## src/rtl/fetch_queue.sv

```systemverilog
// fetch_queue: instruction-fetch stage with a DEPTH-entry prefetch FIFO.
// Drives a 1-cycle-latency synchronous instruction memory, buffers {pc, instr}
// pairs and hands them to decode over valid/ready. A redirect flushes the
// queue, drops the return landing that cycle and restarts fetch at the target.
// Optional feature macro: FETCH_BYPASS_EN (a return into an empty queue is
// shown to decode in the same cycle it arrives).
module fetch_queue #(
  parameter int          PC_W     = 9,
  parameter int          INS_W    = 32,
  parameter int          DEPTH    = 4,
  parameter int unsigned RESET_PC = 0
) (
  input  logic                       clk,
  input  logic                       reset,
  output logic                       imem_req,
  output logic [PC_W-1:0]            imem_addr,
  input  logic [INS_W-1:0]           imem_rdata,
  input  logic                       redirect_valid,
  input  logic [PC_W-1:0]            redirect_pc,
  output logic                       id_valid,
  input  logic                       id_ready,
  output logic [PC_W-1:0]            id_pc,
  output logic [INS_W-1:0]           id_instr,
  output logic [$clog2(DEPTH+1)-1:0] occupancy
);

  localparam int AW = $clog2(DEPTH);
  localparam int CW = $clog2(DEPTH+1);

  logic [PC_W-1:0]  fetch_pc;
  logic [PC_W-1:0]  inflight_pc;
  logic             inflight;
  logic             kill;
  logic [PC_W-1:0]  pc_mem  [DEPTH];
  logic [INS_W-1:0] ins_mem [DEPTH];
  logic [AW-1:0]    rd_ptr;
  logic [AW-1:0]    wr_ptr;
  logic [CW-1:0]    count;

  logic          empty;
  logic          ret_ok;
  logic          bypass;
  logic          pop;
  logic          pop_fifo;
  logic          push;
  logic [CW:0]   demand;
  logic [CW:0]   limit;
  logic [PC_W-1:0] target;

  assign empty  = (count == '0);
  // A return is usable when a read was issued last cycle and it was not killed.
  assign ret_ok = inflight && !kill;

`ifdef FETCH_BYPASS_EN
  assign bypass = empty && ret_ok;
`else
  assign bypass = 1'b0;
`endif

  assign id_valid  = !reset && (!empty || bypass);
  assign id_pc     = bypass ? inflight_pc : pc_mem[rd_ptr];
  assign id_instr  = bypass ? imem_rdata  : ins_mem[rd_ptr];
  assign occupancy = count;

  // Redirect cycles are flushes: nothing is consumed and nothing is written.
  assign pop      = id_valid && id_ready && !redirect_valid;
  assign pop_fifo = pop && !empty;
  assign push     = ret_ok && !redirect_valid && !(bypass && pop);

  // Reserve a slot for the read already in flight; a slot freed by this
  // cycle's pop can be reused by this cycle's request.
  assign demand   = {1'b0, count} + {{CW{1'b0}}, inflight};
  assign limit    = (CW+1)'(DEPTH) + {{CW{1'b0}}, pop};
  assign imem_req = !reset && !redirect_valid && (demand < limit);

  assign imem_addr = fetch_pc & ~PC_W'(3);
  assign target    = redirect_pc & ~PC_W'(3);

  // Fetch PC, in-flight tracking, FIFO storage and pointers.
  always_ff @(posedge clk) begin
    if (reset) begin
      fetch_pc    <= PC_W'(RESET_PC);
      inflight    <= 1'b0;
      inflight_pc <= '0;
      kill        <= 1'b0;
      rd_ptr      <= '0;
      wr_ptr      <= '0;
      count       <= '0;
      for (int i = 0; i < DEPTH; i++) begin
        pc_mem[i]  <= '0;
        ins_mem[i] <= '0;
      end
    end else begin
      inflight <= imem_req;
      if (imem_req) inflight_pc <= imem_addr;
      if (redirect_valid) begin
        fetch_pc <= target;
        rd_ptr   <= '0;
        wr_ptr   <= '0;
        count    <= '0;
        // Any read still outstanding past this edge belongs to the old path.
        // Issue is held off during a redirect, so only a request made in this
        // cycle could be outstanding.
        kill     <= imem_req;
      end else begin
        if (imem_req) fetch_pc <= fetch_pc + PC_W'(4);
        if (inflight) kill <= 1'b0;
        if (push) begin
          pc_mem[wr_ptr]  <= inflight_pc;
          ins_mem[wr_ptr] <= imem_rdata;
          wr_ptr          <= wr_ptr + AW'(1);
        end
        if (pop_fifo) rd_ptr <= rd_ptr + AW'(1);
        count <= count + CW'(push) - CW'(pop_fifo);
      end
    end
  end

endmodule

```

## config.mk

```make
export PLATFORM = sky130hd
export DESIGN_NAME = fetch_queue
export DESIGN_NICKNAME = d
export VERILOG_FILES = /design/src/rtl/fetch_queue.sv
export SDC_FILE = /design/constraint.sdc
export NUM_CORES = 1
export LEC_CHECK = 0
export CAP_MARGIN = 40
export CORE_UTILIZATION = 56
export CTS_CLUSTER_SIZE = 16
export DETAILED_ROUTE_END_ITERATION = 8
export GPL_TIMING_DRIVEN = 0
export PLACE_DENSITY_LB_ADDON = 0.1
export SLEW_MARGIN = 20
export SYNTH_ARGS = -nofsm -noshare
export SYNTH_HDL_FRONTEND = slang
export SYNTH_SLANG_ARGS = --single-unit
```

## constraint.sdc

```tcl
create_clock -name clk -period 5 [get_ports clk]
set_input_delay 1 -clock clk [delete_from_list [all_inputs] [get_ports clk]]
set_output_delay 1 -clock clk [all_outputs]
set_load 0.02 [all_outputs]
```

==> out/summary.txt, run 1 <==
====================================================================================================
Status                                                                                  finished clean
Slack of the critical path                                                                  0.674 ns
Number of antenna diodes                                                                           0
Number of antenna-violating nets in the routed design                                              0
Category of the most critical setup path                                                   in -> out
Setup crit end kind                                                                      output port
Mean cell area of the mapped netlist                                                       14.6 um^2
Number of port buffers                                                                            92
Total of endpoints with negative setup slack in the final report                                   0
Main flop type after synthesis                                                              edfxtp_1
Die height                                                                                    121 um
Final Total Pwr                                                                            0.00313 W
Average wire length per cell after detail routing                                            18.7 um
Relative max-transition margin                                                                 49.0%
Worst R2R Start                                                                         wr_ptr[1]$_SDFFE_PP0P_
Maximum number of pins on one net before global-route repair                                      40
Hold-fix buffer count after cts                                                                    0
Clock-pin slew reported for the worst setup and hold paths after clock tree synthesis        0.06 ns
Synth cell types                                                                                  42
Worst reg2reg path endpoint                                                             ins_mem[0][6]$_SDFFCE_PN0P_
Async S/R FF share, synth                                                                         0%
Standard-cell rows                                                                                43
Critical path arrival                                                                        3.33 ns
Startpoint type of the worst setup path                                                 primary input
Global route total overflow                                                                        0
Clock net sink count                                                                             181
Power share of the clock group                                                                 37.8%
Via density per instance                                                                        5.53
Sequential cell fraction of total power                                                        54.8%
Period utilisation layout                                                                      86.5%
Drt first pass iters                                                                               4
CTS tree                                                                                       built
Peak fanout along the critical path                                                               10
Detailed Place HPWL                                                                          10.4 mm
Setup repair after global routing missed its margin                                            false
Core region area                                                                         0.0139 mm^2
Area Overhead vs Synth                                                                         22.1%
Initial detailed-routing violation count                                                         366
Starting density of the core                                                                   57.5%
Placed cell area                                                                        0.00923 mm^2
Dpl ws                                                                                      0.668 ns
Layout Utilization                                                                             70.2%
Deepest level of the CTS H-tree                                                                    4
Hold crit path type                                                                       reg -> reg
R2r worst-path depth                                                                               5
Number of design rule violations left after detail routing                                         0
Mapped Cells                                                                                     547
Vias after detailed routing                                                                    4,735
Total GRT Usage                                                                                23.5%
Filler-free cell count of the finished design                                                    857
Initial antenna violation count                                                                    0
Final Slew Violations                                                                              0
Via count of the first global-routing pass                                                     4,931
Largest vdd supply drop                                                                       239 uV
Clock latency of the later-clocked register in the worst-skew pair                           0.43 ns
Number of synthesized register bits                                                              181
Critical Path Start                                                                     redirect_valid
Layout Skew                                                                                0.0134 ns
Placed Instances                                                                                 825
Final weighted congestion in routability-driven placement                                      0.846
Fraction of final layout cells with drive strength greater than 1                              14.0%
CTS-repair resized insts                                                                           0
Wire length of the first global-routing pass                                                 25.4 mm
Final design area excluding fillers                                                     0.00975 mm^2
FF-to-FF setup slack                                                                         2.56 ns
Internal power                                                                             0.00247 W
Cell with the most instances after synthesis                                                edfxtp_1
Buffers inserted by post-CTS timing repair                                                         0
Actual slew at the worst max-slew pin                                                       0.763 ns
Buffer type at the clock tree root                                                         clkbuf_16
Sequential cell area fraction in the yosys report                                              64.9%
Top cells by instance count after synthesis                                             156 x edfxtp_1, 124 x and2_1, 46 x nor2_1, 39 x mux4_2, 25 x dfxtp_1
Area of the die                                                                          0.0147 mm^2
Most area-consuming cells after synthesis                                               edfxtp_1 59%, mux4_2 11%, and2_1 9.7%
Net switching power                                                                       0.000655 W
Relative contribution of combinational cells to total power                                     7.4%
Die Span X                                                                                    121 um
Final Hold Vio Count                                                                               0
Synthesized area                                                                        0.00799 mm^2
Maximum number of buffers from clock root to sink                                                  2
Total wire length after detailed routing                                                     16.0 mm
Share of the synthesized area in the top cell type                                             58.6%
WP data required                                                                             4.00 ns
Total CTS buffers                                                                                 17
Final worst path period need                                                                 4.33 ns
Max Fclk                                                                                     231 MHz
Number of top-level pins                                                                         100
Library cell with the largest summed area after synthesis                                   edfxtp_1
Max-cap viol count                                                                                 0
Leak pwr                                                                                     3.56 nW
Pwr/cell area                                                                            321 mW/mm^2
Number of flops mapped to enable cells by yosys                                                  156
Capture point of the worst path                                                             imem_req
Final #Nets                                                                                      716
Switching power share of the total                                                             20.9%
Synthesis Warnings                                                                                 0
====================================================================================================
kinds of logic (layout without fill, tap and decap cells):
| group | after synthesis | in the layout | synth area share, % |
|---|---|---|---|
| muxes | 39 | 39 | 11.0 |
| xor gates and xnor gates | 6 | 6 | 0.658 |
| other | 1 | 4 | 0.0469 |
| AOI/OAI and AO/OA | 35 | 35 | 3.41 |
| adders and majority gates | 7 | 7 | 1.19 |
| buffers and inverters | 56 | 183 | 3.09 |
| DFF | 181 | 181 | 64.9 |
| and+or+nand+nor | 222 | 222 | 15.7 |
flip-flops by register name, indices dropped and copies added, names as in the netlist, named ones only:
| name | count |
|---|---|
| fetch_pc | 7 |
| inflight | 1 |
| inflight_pc | 7 |
| ins_mem | 128 |
| kill | 1 |
| occupancy | 3 |
| pc_mem | 28 |
| rd_ptr | 2 |
| wr_ptr | 2 |
routing by layer:
| metal | global-route usage (%) | up-vias | routed length [um] |
|---|---|---|---|
| li1 | - | 2216 | - |
| met1 | 30.0 | 2359 | 6690 |
| met2 | 40.0 | 149 | 8290 |
| met3 | 4.23 | 11 | 912 |
| met4 | 9.18 | 0 | 125 |
| met5 | 0 | - | 0 |
layout make-up:
| cell class | count | area (um^2) |
|---|---|---|
| Fill cell | 972 | 4130 |
| Clock inverter | 6 | 28.8 |
| Buffer | 36 | 171 |
| Clock buffer | 26 | 489 |
| Inverter | 20 | 75.1 |
| Timing Repair Buffer | 95 | 988 |
| Multi-Input combinational cell | 313 | 2590 |
| Tap cell | 180 | 225 |
| Sequential cell | 181 | 5180 |
layout by cell type (no fill, tap or decap), types with 3 or more instances in the layout:
cell type | Yosys | routed
nand2_1 | 14 | 14
nor3b_1 | 5 | 5
clkbuf_16 | 0 | 17
nand3_1 | 14 | 14
a21oi_1 | 11 | 11
buf_2 | 8 | 8
clkbuf_1 | 20 | 26
nor2_1 | 46 | 46
nor4_1 | 3 | 3
ha_1 | 6 | 6
xnor2_1 | 4 | 4
o21ai_0 | 10 | 10
inv_1 | 20 | 20
or2_2 | 5 | 5
clkdlybuf4s50_1 | 0 | 92
and2_1 | 124 | 124
mux4_2 | 39 | 39
clkinv_2 | 0 | 5
edfxtp_1 | 156 | 156
dfxtp_1 | 25 | 25
conb_1 | 1 | 4
clkbuf_8 | 0 | 3
buf_4 | 5 | 5
worst max-delay path: stages:
cell	delay [ns]
clkdlybuf4s50_1	0.44
or3b_4	0.44
nor4b_2	0.39
buf_2	0.27
nor2_1	0.11
inv_1	0.08
clkdlybuf4s50_1	0.59
per-stage QoR:
| step | TNS (ns) | hold slack, ns |
|---|---|---|
| after floorplan | 0 | 0.444 |
| after global placement | -42.15 | 0.457 |
| after detailed placement | 0 | 0.457 |
| after CTS | 0 | 0.469 |
| after global routing | 0 | 0.498 |
| final | 0 | 0.473 |
how the worst min path moves through the flow:
stage | from | slack [ns] | depth (start not counted) | to
2_1_floorplan | inflight_pc[2]$_SDFFE_PP0P_ | 0.44 | 2 | inflight_pc[2]$_SDFFE_PP0P_
3_3_place_gp | inflight_pc[6]$_SDFFE_PP0P_ | 0.46 | 2 | inflight_pc[6]$_SDFFE_PP0P_
3_5_place_dp | inflight_pc[6]$_SDFFE_PP0P_ | 0.46 | 2 | inflight_pc[6]$_SDFFE_PP0P_
4_1_cts | inflight_pc[3]$_SDFFE_PP0P_ | 0.47 | 2 | inflight_pc[3]$_SDFFE_PP0P_
5_1_grt | inflight_pc[3]$_SDFFE_PP0P_ | 0.50 | 2 | inflight_pc[3]$_SDFFE_PP0P_
6_report | inflight_pc[3]$_SDFFE_PP0P_ | 0.47 | 2 | inflight_pc[3]$_SDFFE_PP0P_
power by group through the flow:
stage | combinational, W | clock (W) | sequential [W]
floorplan | 0.000110 | 0 | 0.00175
global placement | 0.000221 | 0 | 0.00175
detailed placement | 0.000233 | 0 | 0.00175
CTS | 0.000234 | 0.00119 | 0.00172
global route | 0.000247 | 0.00125 | 0.00172
finish | 0.000231 | 0.00118 | 0.00172
(Power assumes the default switching activity.)
==> run 2, diff against run 1 <==
CELL_PAD_IN_SITES_DETAIL_PLACEMENT = 0   (was not set)
CELL_PAD_IN_SITES_GLOBAL_PLACEMENT = 2   (was not set)
CORE_UTILIZATION = 39   (was 56)
==> out/summary.txt, run 2 (same netlist as run 1, synthesis figures left out) <==
====================================================================================================
Pwr/cell area                                                                            323 mW/mm^2   was 321 mW/mm^2
Cells on Worst Hold Path                                                                           2   unchanged
FF-to-FF setup slack                                                                         2.62 ns   was 2.56 ns
Total wire length after detailed routing                                                     17.3 mm   was 16.0 mm
Hold-fix buffer count after cts                                                                    0   unchanged
Buffer type at the clock tree root                                                         clkbuf_16   unchanged
Total GRT Usage                                                                                17.2%   was 23.5%
Via density per instance                                                                        4.94   was 5.53
Largest vdd supply drop                                                                       228 uV   was 239 uV
Actual slew at the worst max-slew pin                                                       0.782 ns   was 0.763 ns
Final weighted congestion in routability-driven placement                                      0.808   was 0.846
Maximum number of buffers from clock root to sink                                                  2   unchanged
Clock-pin slew reported for the worst setup and hold paths after clock tree synthesis        0.07 ns   was 0.06 ns
Deepest level of the CTS H-tree                                                                    4   unchanged
Leak pwr                                                                                     3.54 nW   was 3.56 nW
Slack of the critical path                                                                  0.527 ns   was 0.674 ns
Startpoint type of the worst setup path                                                 primary input   unchanged
Total CTS buffers                                                                                 17   unchanged
Period utilisation layout                                                                      89.5%   was 86.5%
Final Total Pwr                                                                            0.00318 W   was 0.00313 W
Number of port buffers                                                                            92   unchanged
CTS tree                                                                                       built   unchanged
Hold crit path type                                                                       reg -> reg   unchanged
Number of design rule violations left after detail routing                                         0   unchanged
Most common cell after layout, fill and taps aside                                          edfxtp_1   unchanged
Clock latency of the later-clocked register in the worst-skew pair                           0.42 ns   was 0.43 ns
Setup repair after global routing missed its margin                                            false   unchanged
Buffers inserted by post-CTS timing repair                                                         0   unchanged
Starting density of the core                                                                   40.4%   was 57.5%
Via count of the first global-routing pass                                                     4,894   was 4,931
Maximum number of pins on one net before global-route repair                                      40   unchanged
Area of the die                                                                          0.0211 mm^2   was 0.0147 mm^2
Fraction of final layout cells with drive strength greater than 1                              14.2%   was 14.0%
Max-cap viol count                                                                                 0   unchanged
Crit path top cell by count                                                             clkdlybuf4s50_1   unchanged
Placed Instances                                                                                 909   was 825
Largest registers                                                                       ins_mem x128, pc_mem x28   unchanged
Slowest cell delay on critical path                                                          0.61 ns   was 0.59 ns
Worst reg2reg path endpoint                                                             ins_mem[0][17]$_SDFFCE_PN0P_   was ins_mem[0][6]$_SDFFCE_PN0P_
Dpl ws                                                                                      0.508 ns   was 0.668 ns
Final #Nets                                                                                      715   was 716
Final Slew Violations                                                                              0   unchanged
Total of endpoints with negative setup slack in the final report                                   0   unchanged
Detailed Place HPWL                                                                          10.9 mm   was 10.4 mm
Relative max-transition margin                                                                 47.8%   was 49.0%
Hold path startpoint                                                                    inflight_pc[6]$_SDFFE_PP0P_   was inflight_pc[3]$_SDFFE_PP0P_
Number of antenna diodes                                                                           0   unchanged
Chain of cells forming the critical path                                                clkdlybuf4s50_1 -> or3b_4 -> nor4b_2 -> buf_2 -> nor2_1 -> inv_1 -> clkdlybuf4s50_1   unchanged
Wire length of the first global-routing pass                                                 26.9 mm   was 25.4 mm
Drt first pass iters                                                                               4   unchanged
Category of the most critical setup path                                                   in -> out   unchanged
End point of the most critical hold path                                                inflight_pc[6]$_SDFFE_PP0P_   was inflight_pc[3]$_SDFFE_PP0P_
Final worst path period need                                                                 4.47 ns   was 4.33 ns
Peak fanout along the critical path                                                               10   unchanged
Final design area excluding fillers                                                     0.00986 mm^2   was 0.00975 mm^2
Slowest CP cell                                                                         clkdlybuf4s50_1   unchanged
Commonest cells after routing, fill and taps aside                                      156 x edfxtp_1, 124 x and2_1, 92 x clkdlybuf4s50_1   unchanged
Die Span X                                                                                    145 um   was 121 um
Initial detailed-routing violation count                                                         167   was 366
Top reg by flops                                                                             ins_mem   unchanged
Clock net sink count                                                                             181   unchanged
Number of top-level pins                                                                         100   unchanged
Vias after detailed routing                                                                    4,649   was 4,735
WP data required                                                                             4.00 ns   about the same
Initial antenna violation count                                                                    0   unchanged
Status                                                                                  finished clean   unchanged
R2r worst-path depth                                                                               4   was 5
Die height                                                                                    145 um   was 121 um
Number of flip-flops under the largest register name                                             128   unchanged
Layout Skew                                                                                0.0116 ns   was 0.0134 ns
Average wire length per cell after detail routing                                            18.3 um   was 18.7 um
CTS-repair resized insts                                                                           0   unchanged
Filler-free cell count of the finished design                                                    941   was 857
Setup crit end kind                                                                      output port   unchanged
Standard-cell rows                                                                                51   was 43
Number of antenna-violating nets in the routed design                                              0   unchanged
Core region area                                                                         0.0198 mm^2   was 0.0139 mm^2
Worst R2R Start                                                                         wr_ptr[1]$_SDFFE_PP0P_   unchanged
Placed cell area                                                                        0.00931 mm^2   was 0.00923 mm^2
Area Overhead vs Synth                                                                         23.4%   was 22.1%
Critical path arrival                                                                        3.47 ns   was 3.33 ns
Final Hold Vio Count                                                                               0   unchanged
Global route total overflow                                                                        0   unchanged
Max Fclk                                                                                     224 MHz   was 231 MHz
====================================================================================================
run 2: routing by layer:
metal	GRT usage (%)	vias to the layer above	part of all wire (%)
li1	-	2218	-
met1	21.6	2302	43
met2	29.6	123	52
met3	3.77	6	4.5
met4	5.16	0	0.49
met5	0	-	0
run 2: critical path, delay by kind of cell:
family	cells	cell delay, ns
buffers and inverters	4	1.44
and+or+nand+nor	3	1.03
run 2: final cells by class:
| class | count | area, um^2 |
|---|---|---|
| fillers | 1775 | 9930 |
| flip-flops and latches | 181 | 5180 |
| multi-input cells | 313 | 2590 |
| repair buffers | 94 | 956 |
| clock buffers | 21 | 440 |
| well taps | 265 | 332 |
| plain buffers | 36 | 171 |
| clock inverters | 11 | 104 |
| inverters | 20 | 75.1 |
run 2: through the flow:
| step | hold slack (ns) | util, % | TNS (ns) |
|---|---|---|---|
| after floorplan | 0.444 | - | 0 |
| after global placement | 0.455 | 46.8 | -50.30 |
| after detailed placement | 0.460 | 47.1 | 0 |
| after CTS | 0.470 | 49.8 | 0 |
| after global routing | 0.483 | 49.8 | 0 |
| final | 0.467 | 49.8 | 0 |
run 2: worst max-delay path by stage:
stage,cells after the start,endpoint,start,slack [ns]
3_3_place_gp,5,ins_mem[1][12]$_SDFFCE_PN0P_,redirect_valid,-1.29
6_report,7,imem_req,redirect_valid,0.53
5_1_grt,7,imem_req,redirect_valid,0.37
3_5_place_dp,7,imem_req,redirect_valid,0.51
4_1_cts,7,imem_req,redirect_valid,0.49
2_1_floorplan,4,ins_mem[1][0]$_SDFFCE_PN0P_,redirect_valid,1.02
run 2: where the power goes:
part | leakage [nW] | internal [W] | switching [W]
sequential | 1.82 | 0.00169 | 0.0000204
clock | 0.252 | 0.000688 | 0.000552
combinational | 1.47 | 0.000108 | 0.000122
